--- config.mk ---
export PLATFORM = sky130hd
export DESIGN_NAME = rb_mult_issue_ctrl
export DESIGN_NICKNAME = d
export VERILOG_FILES = /design/src/rtl/rb_mult_issue_ctrl.sv
export SDC_FILE = /design/constraint.sdc
export NUM_CORES = 1
export LEC_CHECK = 0
export ABC_CLOCK_PERIOD_IN_PS = 24800
export CAP_MARGIN = 5
export CORE_AREA = 2 2 201 203
export CTS_CLUSTER_SIZE = 28
export DETAILED_ROUTE_END_ITERATION = 6
export DIE_AREA = 0 0 203 205
export SETUP_SLACK_MARGIN = 0.05
export SYNTH_ARGS = -nofsm -noshare
export SYNTH_HDL_FRONTEND = slang
export SYNTH_SLANG_ARGS = --single-unit
--- constraint.sdc ---
create_clock -name clk -period 24.8 [get_ports clk]
set_input_delay 4.96 -clock clk [delete_from_list [all_inputs] [get_ports clk]]
set_output_delay 4.96 -clock clk [all_outputs]
set_load 0.05 [all_outputs]
--- src/rtl/rb_mult_issue_ctrl.sv ---
// Operand-issue / product-capture controller for a combinational row-bypass array multiplier.
// Holds operands stable while the array settles; zero operands short-circuit to a zero product.
module rb_mult_issue_ctrl #(
    parameter int M             = 64,
    parameter int N             = 64,
    parameter int SETTLE_CYCLES = 4
) (
    input  logic           clk,
    input  logic           rst,
    input  logic           in_valid,
    output logic           in_ready,
    input  logic [M-1:0]   in_a,
    input  logic [N-1:0]   in_b,
    output logic [M-1:0]   mult_a,
    output logic [N-1:0]   mult_b,
    input  logic [M+N-1:0] mult_product,
    output logic           out_valid,
    input  logic           out_ready,
    output logic [M+N-1:0] out_product,
    output logic           busy
);
    localparam int CW = $clog2(SETTLE_CYCLES) + 1;

    localparam logic [1:0] S_IDLE   = 2'd0;
    localparam logic [1:0] S_SETTLE = 2'd1;
    localparam logic [1:0] S_HOLD   = 2'd2;

    logic [1:0]    state;
    logic [CW-1:0] cnt;
    logic          accept;
    logic          zero_pair;

    // HOLD can take a new pair in the same edge the result is consumed.
    assign in_ready  = !rst && ((state == S_IDLE) || ((state == S_HOLD) && out_ready));
    assign busy      = (state == S_SETTLE);
    assign accept    = in_valid && in_ready;
    assign zero_pair = (in_a == '0) || (in_b == '0);

    always_ff @(posedge clk or posedge rst) begin
        if (rst) begin
            state       <= S_IDLE;
            cnt         <= '0;
            mult_a      <= '0;
            mult_b      <= '0;
            out_product <= '0;
            out_valid   <= 1'b0;
        end else begin
            case (state)
                S_IDLE, S_HOLD: begin
                    if (accept) begin
                        if (zero_pair) begin
                            // Leave mult_a/mult_b alone so the array does not toggle.
                            out_product <= '0;
                            out_valid   <= 1'b1;
                            state       <= S_HOLD;
                        end else begin
                            mult_a    <= in_a;
                            mult_b    <= in_b;
                            cnt       <= CW'(SETTLE_CYCLES - 1);
                            out_valid <= 1'b0;
                            state     <= S_SETTLE;
                        end
                    end else if ((state == S_HOLD) && out_ready) begin
                        out_valid <= 1'b0;
                        state     <= S_IDLE;
                    end
                end
                S_SETTLE: begin
                    if (cnt == '0) begin
                        out_product <= mult_product;
                        out_valid   <= 1'b1;
                        state       <= S_HOLD;
                    end else begin
                        cnt <= cnt - 1'b1;
                    end
                end
                default: state <= S_IDLE;
            endcase
        end
    end
endmodule
==> metrics.txt <==
synth top area cells dfrtp_1, mux2_4, nand2_1; Hold-fix buffers, CTS 0; cts bufs inserted 31; number of fill cells between 3k and 4k; Worst Hold Class reg2reg; Leakage Power about 7.2 nW; Synth Instances between 900 and 1k; Post-synth ARST share 100%; first-pass GRT wire length about 55000 um; Synth Cell Area 0.0106 sq mm; post-synthesis cell type count 28; largest net degree at the start of global routing 134; Post-synth top cells nand2_1, dfrtp_1, o21ai_0; sum of negative setup slack 0 ns; worst-skew pair later-pin latency a little under 0.6 ns; Final ANT Viol Nets 0; Final nets 1667; Reg area 0.00656 sq mm; diode count 0; yosys warns 0; drt via density roughly 4.4; # resized after CTS 0; Reg clk slew, reported paths 0.06 ns; Total Die Area roughly 0.042 sq mm; final hold vios 0; Max Cap Viol 0; ys flop type dfrtp_1; simple-gate portion of the synthesized area 12.3%; Die Y 205 um; min cycle time layout 11.63 ns; number of global-route vias before repair around 9.0k; All-Layer GR Usage 17.0%; RSZ-0062 raised after global routing false; mean area per synthesized cell around 12 sq um; crit path kind in2out; status complete, no violations; Layout Area Growth over Synthesis 62.2%; GP Congestion between 0.8 and 0.9; DR DRC count 0; drt pass-1 iters 5; DP HPWL around 27000 um; capturing element type of the critical path output port; Starting Density 27.0%; FF-to-FF Start cnt[0]; top cell type's share of synthesized area 61.6%; number of synthesized flops with an enable pin 0; Mapped Nets 1165; post-synthesis adder-cell area fraction less than 1%; maximum vdd ir drop approximately 0.098 mV; post-synthesis mux area share 16.2%; Die X-Extent 203 um; Max Clock Skew 0.0388 ns; Power Density 164 mW/mm^2; initial antenna violation count 0; Avg WL per Cell roughly 19 um; CTS sink cnt 262; main combinational cell family by area after synthesis multiplexers; CTS Buffer Depth 3; share of layout cells above drive strength 1 13.7%; synthesis-stage register bit count 262; Post-Synth XOR/XNOR Area 0%; area leader, netlist dfrtp_1; core area 0.0394 sq mm; input/output buffers 518; multi-input logic area 0.00379 sq mm; io pins between 500 and 600; CTS tree yes; Clock Tree Root clkbuf_16; Rel. slew slack 22.1%; CP startpoint kind input port; Pwr Total 2.83 mW; final setup vio count 0; worst hold start mult_a[31]; Crit path required time 19.84 ns; Seq/Total Area, Yosys between 60% and 70%; setup repair bufs after CTS 0; Rows 73; post-synthesis compound-gate area fraction 6.66%; final wirelength 36900 um; Remaining Overflow, GRT 0; Worst Setup SP rst; crit path DAT 6.67 ns; placed cell count 1897; Tightest Pin Transition 1.17 ns; final period utilization 46.9%; max-slew violations 0; vias 8632; cell with the most instances after synthesis nand2_1; CTS H-Tree Depth 1; peak fanout along the critical path 2; fmax between 0.08 and 0.09 GHz; Layout Cells excl Fill 1953; drt initial violations 475
==> per-stage QoR <==
| step | hold slack [ns] | setup slack, ns | utilization, % | cell area [sq um] |
|---|---|---|---|---|
| after floorplan | 0.476 | 12.63 | - | 10600 |
| after global placement | 0.491 | 13.18 | 41.3 | 16300 |
| after detailed placement | 0.492 | 13.19 | 41.3 | 16300 |
| after CTS | 0.508 | 13.19 | 43.9 | 17300 |
| after global routing | 0.516 | 13.14 | 43.9 | 17300 |
| final | 0.502 | 13.17 | 43.9 | 17300 |
==> critical path, cell delays in order <==
cell             delay, ns
clkdlybuf4s50_1       0.52
a211oi_1              0.33
clkdlybuf4s50_1       0.86
==> placed cells by master (no fill, tap or decap), types with 2 or more instances in the layout <==
master and count:
mux2_2 52, ha_1 2, nand2_1 262, clkbuf_8 6, clkinvlp_4 2, clkbuf_1 4, o21ai_0 130, clkinv_2 7
clkinv_4 3, dfrtp_1 262, buf_4 7, nor4_1 32, nand4_1 8, o311ai_0 2, inv_6 2, clkbuf_16 31
clkdlybuf4s50_1 518, mux2_4 76, inv_1 5, nor4_2 2
==> layout make-up <==
type / count / share of cell area, %
repair buffers: 525 / 30.3
clock buffers: 41 / 5.06
clock inverters: 15 / 0.717
well taps: 525 / 3.80
multi-input cells: 579 / 21.9
inverters: 6 / 0.174
flip-flops and latches: 262 / 38.0
==> power breakdown <==
group          leakage [nW]  switching [mW]  internal (mW)
Clock                 0.493           0.188          0.258
Sequential             3.14           0.118          0.646
Combinational          3.58            1.05          0.566
Total                  7.21            1.36           1.47
==> layer usage <==
metal / share of wire (%) / wire [um] / up-vias / GRT usage (%)
li1: - / - / 4074 / -
met5: 0 / 0 / - / 0
met2: 50 / 18400 / 291 / 29.5
met4: 2.4 / 893 / 0 / 4.07
met3: 5.8 / 2120 / 60 / 3.61
met1: 42 / 15500 / 4207 / 21.7
==> registers in the layout, summed over array words and instances, names as in the netlist <==
| name | cells |
|---|---|
| out_product | 128 |
| mult_a | 64 |
| mult_b | 64 |
| cnt | 3 |
| state | 2 |
| out_valid | 1 |
==> cells by family after synthesis <==
kind of cell               Yosys count
and+or+nand+nor                    312
DFF                                262
AOI/OAI and AO/OA                  137
muxes                              128
buffers and inverters               62
adders and majority gates            2
==> path summary, 6_finish.rpt <==
| kind | end | slack (ns) | cells past startpoint |
|---|---|---|---|
| max | in_ready | 13.17 | 3 |
| min | mult_a[31] | 0.50 | 1 |
| max reg2reg | out_product[92] | 21.97 | 7 |
| min reg2reg | mult_a[31] | 0.50 | 1 |
| max in group asynchronous | out_product[89] | 18.15 | 3 |
| min in group asynchronous | state[1] | 5.01 | 2 |
Power figures use the tool's default switching activity.
